<file path="config.mk">
export PLATFORM = sky130hd
export DESIGN_NAME = mem_access_ctrl
export DESIGN_NICKNAME = d
export VERILOG_FILES = /design/src/rtl/mem_access_ctrl.sv
export SDC_FILE = /design/constraint.sdc
export NUM_CORES = 1
export LEC_CHECK = 0
export BUFFER_PORTS_ARGS = -buffer_cell sky130_fd_sc_hd__buf_2
export CORE_AREA = 2 2 101 103
export CTS_BUF_LIST = sky130_fd_sc_hd__clkbuf_16
export CTS_CLUSTER_SIZE = 16
export DETAILED_ROUTE_END_ITERATION = 8
export DIE_AREA = 0 0 103 105
export GPL_TIMING_DRIVEN = 0
export PLACE_DENSITY = 0.86
export SYNTH_ARGS = -nofsm -noshare
export SYNTH_HDL_FRONTEND = slang
export SYNTH_SLANG_ARGS = --single-unit
</file>
<file path="constraint.sdc">
create_clock -name clk -period 2.65 [get_ports clk]
set_clock_uncertainty 0.05 [all_clocks]
set_input_delay 0.265 -clock clk [delete_from_list [all_inputs] [get_ports clk]]
set_output_delay 0.265 -clock clk [all_outputs]
set_load 0.1 [all_outputs]
</file>
<file path="src/rtl/mem_access_ctrl.sv">
// Single-outstanding memory access controller: latches a CPU request, drives the
// memory handshake with a bounded wait, and reports completion with a one-cycle done pulse.
module mem_access_ctrl #(
    parameter int ADDR_W  = 32,
    parameter int DATA_W  = 32,
    parameter int TIMEOUT = 16
) (
    input  logic              clk,
    input  logic              rst,
    input  logic              req,
    input  logic              we,
    input  logic [ADDR_W-1:0] addr,
    input  logic [DATA_W-1:0] wdata,
    output logic              busy,
    output logic              done,
    output logic              err,
    output logic [DATA_W-1:0] rdata,
    output logic              mem_req,
    output logic              mem_we,
    output logic [ADDR_W-1:0] mem_addr,
    output logic [DATA_W-1:0] mem_wdata,
    input  logic              mem_ack,
    input  logic [DATA_W-1:0] mem_rdata
);

    typedef enum logic [1:0] {
        IDLE   = 2'd0,
        ACCESS = 2'd1,
        DONE   = 2'd2
    } state_t;

    // Counter reaching this value without an ack ends the access as a timeout.
    localparam logic [7:0] TIMEOUT_LAST = 8'(TIMEOUT - 1);

    state_t     state;
    logic       weLatched;
    logic [7:0] waitCount;

    always_ff @(posedge clk or negedge rst) begin
        if (!rst) begin
            state     <= IDLE;
            weLatched <= 1'b0;
            waitCount <= '0;
            busy      <= 1'b0;
            done      <= 1'b0;
            err       <= 1'b0;
            rdata     <= '0;
            mem_req   <= 1'b0;
            mem_we    <= 1'b0;
            mem_addr  <= '0;
            mem_wdata <= '0;
        end else begin
            case (state)
                IDLE: begin
                    done <= 1'b0;
                    err  <= 1'b0;
                    if (req) begin
                        mem_addr  <= addr;
                        mem_wdata <= wdata;
                        weLatched <= we;
                        busy      <= 1'b1;
                        // Misaligned requests are rejected without touching memory.
                        if (addr[1:0] != 2'b00) begin
                            state <= DONE;
                            done  <= 1'b1;
                            err   <= 1'b1;
                        end else begin
                            state     <= ACCESS;
                            waitCount <= '0;
                            mem_req   <= 1'b1;
                            mem_we    <= we;
                        end
                    end
                end

                ACCESS: begin
                    if (mem_ack) begin
                        state   <= DONE;
                        done    <= 1'b1;
                        err     <= 1'b0;
                        mem_req <= 1'b0;
                        mem_we  <= 1'b0;
                        if (!weLatched) begin
                            rdata <= mem_rdata;
                        end
                    end else if (waitCount == TIMEOUT_LAST) begin
                        state   <= DONE;
                        done    <= 1'b1;
                        err     <= 1'b1;
                        mem_req <= 1'b0;
                        mem_we  <= 1'b0;
                    end else begin
                        waitCount <= waitCount + 8'd1;
                    end
                end

                DONE: begin
                    state <= IDLE;
                    busy  <= 1'b0;
                    done  <= 1'b0;
                    err   <= 1'b0;
                end

                default: begin
                    state   <= IDLE;
                    busy    <= 1'b0;
                    done    <= 1'b0;
                    err     <= 1'b0;
                    mem_req <= 1'b0;
                    mem_we  <= 1'b0;
                end
            endcase
        end
    end

endmodule

</file>
; ---- Word-level counts from Yosys, hierarchy flattened
; Index checks and enable logic that the tools add are counted.
[totals]
reg_bits = 112
latch_bits = 0
ramBits = 0
mem_bits_ro = 0
input_bits = 101
output_inout_bits = 101
n_memories = 0
[classes]
n_addsub = 1
mul = 0
div = 0
n_lt_le_gt_ge = 0
n_eq_ne = 8
shift = 0
mux = 27
bitwise_logic = 3
reduce_logical = 9
[ops]
columns = cell, n
row1 = $mux W8, 4
row2 = $pmux W8 S2, 1
row3 = $mux W1, 12
row4 = $add A8 B1 Y8 const B, 1
row5 = $eq A8 B4 Y1 const B, 1
row6 = $mux W2, 4
row7 = $ne A2 B2 Y1 const B, 4
row8 = $pmux W1 S2, 3
row9 = $pmux W1 S3, 2
row10 = $reduce_and A2 Y1, 3
row11 = $reduce_and A5 Y1, 1
row12 = $pmux W2 S2, 1
row13 = $reduce_and A4 Y1, 1
row14 = $reduce_bool A2 Y1, 2
row15 = $ne A3 B3 Y1 const B, 1
row16 = $not A1 Y1, 3
row17 = $reduce_and A3 Y1, 1
row18 = $eq A2 B1 Y1 const B, 1
row19 = $eq A2 B2 Y1 const B, 1
row20 = $logic_not A2 Y1, 1

; ---- Longest topological paths before layout
[logic_depth]
ltp_word = 4
mapped_depth = 7
mapped_depth_nobuf = 6

; ---- Worst setup path after synthesis
; Ideal clock, no wire load.
[synth_timing]
path_type = register to register
start = reg waitCount[5]
end = reg waitCount[7]
arrival_ps = 1661
setup_slack_ps = 815
path_stages_with_launch = 6
n_path_buf = 1
synth_period_minus_slack_ps = 1835
cell_sequence = dfrtp_1 > or4_4 > o21a_1 > buf_6 > and3_1 > a211o_1
[synth_via]
elab_chain_cells = 4
[synth_lines]
columns = item, line
row1 = "start, declared", 37  ; logic [7:0] waitCount;
row2 = "start signal, assigned", 93  ; waitCount <= waitCount + 8'd1;
row3 = $add A8 B1 Y8, 93
row4 = $mux W8, 86  ; end else if (waitCount == TIMEOUT_LAST) begin
row5 = $mux W8, 77  ; if (mem_ack) begin
row6 = $pmux W8 S2, 53  ; case (state)
; Parallel ways exist; a longest one is shown, timed or not. The select of a mux whose other input is x is not followed.
; A chain may end at the register's enable or synchronous reset.

; ---- Worst setup path in the final report
[layout_timing]
start = reg state[1]
end = reg waitCount[5]
[layout_via]
elab_chain_cells = 3
[layout_lines]
columns = item, line
row1 = "start, declared", 35  ; state_t state;
row2 = "start signal, assigned", 41  ; state <= IDLE;
row3 = "start signal, assigned", 64  ; state <= DONE;
row4 = "start signal, assigned", 68  ; state <= ACCESS;
row5 = $eq A2 B1 Y1 or $logic_not A2 Y1 (tied branches), 53
row6 = $ne A2 B2 Y1 (no source line) or $reduce_bool A2 Y1 (tied branches), -
row7 = $reduce_and A5 Y1 (no source line), -
; Parallel ways exist; a longest one is shown, timed or not.

==> flow_summary.yaml <==
synth:
  synth_most_common_cell: "dfrtp_1"
  synth-edff-count: 0
  ys_types: 39
  synthCells: 280
  ys_top_cells_by_area: "dfrtp_1 (65%), mux2_2 (25%), buf_2 (1.0%), nand2_1 (0.78%), buf_6 (0.52%)"
  syn_nets: 382
  yosysTopAreaCell: "dfrtp_1"
  synth.avg_cell_area_um2: 15.5
  synth_async_sr_flop_share_pct: 100
  syn_area_mm2: 0.00434
  ys.warnings.count: 0
  synth_ff_type: "dfrtp_1"
  synth_top_area_share_pct: 64.5
  synth_seq_cells: 112
  yosysSeqAreaShare_pct: 64.5
  ys_top_cells_by_count: "dfrtp_1 (112), mux2_2 (96), buf_2 (9), nand2_1 (9), nor2_1 (5)"
timing:
  post-route-period-util_pct: 77.6
  finalHoldViolations: 0
  tightest_slew_ns: 0.650
  slew_violations: 0
  final.setup.tns_ns: 0
  fmax_mhz: 487
  setup_slack_ns: 0.595
  finalSetupViolCount: 0
  max-slew-margin-rel_pct: 56.6
  period_needed_ns: 2.06
  rsz0062_at_grt: "no"
die:
  core_area_mm2: 0.00964
  start_util_pct: 45.1
  ioPinCount: 202
  fp.dieH_um: 105
  die_area_mm2: 0.0108
  die_x_um: 103
  rows: 36
critical_path:
  worst-path-max-fanout: 7
  worst_setup_path_end_kind: "flop"
  crit_required_ns: 2.85
  cp-start-kind: "flop"
  path_class: "reg -> reg"
  cp.arrival_ns: 2.25
detailed_routing:
  vias: 3102
  first_pass_iters: 4
  first_iter_violations: 48
  post_drt_via_cell_ratio: 4.91
  remaining_drc_errors: 0
  totalWireLength_mm: 9.83
  routedWlPerCell_um: 15.6
  final_antenna_net_count: 0
grt:
  grt_use_met2_pct: 32.3
  grt_busiest_layer: "met2"
  use_met1_pct: 21.7
  met3_usage_pct: 4.08
  grt_use_total_pct: 18.5
  grt_pass1_vias: 3358
  grt_start_max_net_pins: 65
  grt-ovfl-total: 0
  antenna_found_initial: 0
  grt_pass1_wl_mm: 15.6
cells_and_area:
  nFillCells: 804
  fin_nets: 596
  fin_cells: 632
  area_growth_pct: 35.1
  layout-drive-gt1-share_pct: 66.5
  antenna_cells: 0
clock_tree:
  postCtsHoldBufs: 1
  htreeDepth: 3
  numCtsBuffers: 9
  cts.sinks: 112
  root_buffer: "clkbuf_16"
  cts_max_path_buffers: 2
  cts_setup_buffers: 0
  cts_resized: 0
  cts_tree: "yes"
  clk_pin_slew_ns: 0.07
  clock_latency_ns: 0.33
placed_design:
  gp_congestion: 0.755
  hpwlAfterDp_mm: 7.53
  dp_slack_ns: 0.563
  placed_cells: 615
  portBuffers: 201
outcome:
  outcome: "complete, no violations"
min_path:
  hold_class: "in -> reg"
run:
  drv_cap: 0
[placed cells by master (no fill, tap or decap), drive strengths merged, types with 3 or more instances in the layout]
cell,instances
dfrtp,112
inv,3
o21ai,5
a22o,3
nand2,9
mux2,97
and3,3
nor3,3
buf,213
nand3,4
clkinv,4
nor2,5
a21oi,3
clkbuf,11
[critical path, cell delays in order, from the launching register on]
cell	delay (ns)
dfrtp_1	0.36
clkbuf_2	0.17
nor3b_1	0.54
o21ai_1	0.31
or3_1	0.43
o211ai_1	0.11
[metrics by stage]
step	util, %	hold slack [ns]	instance area [um^2]
finish	60.9	0.106	5870
floorplan	-	-0.0806	4340
global placement	57.2	0.411	5520
global route	60.9	0.0990	5870
detailed placement	57.5	0.283	5550
CTS	60.9	0.0933	5870
[sequential cells by signal (all words and copies together) (netlist names)]
signal / count
busy: 1
state: 2
mem_req: 1
waitCount: 8
mem_we: 1
rdata: 32
weLatched: 1
done: 1
err: 1
mem_wdata: 32
mem_addr: 32
[kinds of logic (layout without fill, tap and decap cells)]
group,after synthesis,after routing,share of synthesized area (%)
AOI/OAI and AO/OA,18,18,3.08
xor gates and xnor gates,2,2,0.403
adders and majority gates,1,1,0.288
buffers and inverters,16,235,2.02
DFF,112,112,64.5
muxes,98,98,25.4
and+or+nand+nor,33,33,4.29
[per-layer routing]
metal,routed length (um),part of all wire (%),vias to the layer above
met3,610,6.2,21
met5,0,0,-
met2,5210,53,125
met1,3820,39,1535
met4,199,2.0,0
li1,-,-,1421
[path summary, 6_finish.rpt]
kind / from / to / slack [ns] / depth (start not counted)
worst max-delay path: state[1] / waitCount[5] / 0.59 / 5
worst min-delay path: mem_rdata[5] / rdata[5] / 0.11 / 2
worst max register to register: state[1] / waitCount[5] / 0.59 / 5
worst min register to register: busy / busy / 0.43 / 1
max in group asynchronous: rst / mem_wdata[9] / 1.37 / 3
min in group asynchronous: rst / mem_addr[11] / 0.46 / 2
[cell type report]
| cell class | count | area (um^2) | share of cell area [%] |
|---|---|---|---|
| Sequential cell | 112 | 2800 | 47.8 |
| Multi-Input combinational cell | 152 | 1450 | 24.8 |
| Timing Repair Buffer | 203 | 1050 | 17.8 |
| Clock buffer | 9 | 225 | 3.84 |
| Tap cell | 133 | 166 | 2.84 |
| Clock inverter | 7 | 86.3 | 1.47 |
| Buffer | 13 | 76.3 | 1.30 |
| Inverter | 3 | 11.3 | 0.192 |
Power is left out: the tool's default activity adds up to more than one toggle a clock period on the data nets, which glitch-free logic cannot reach.
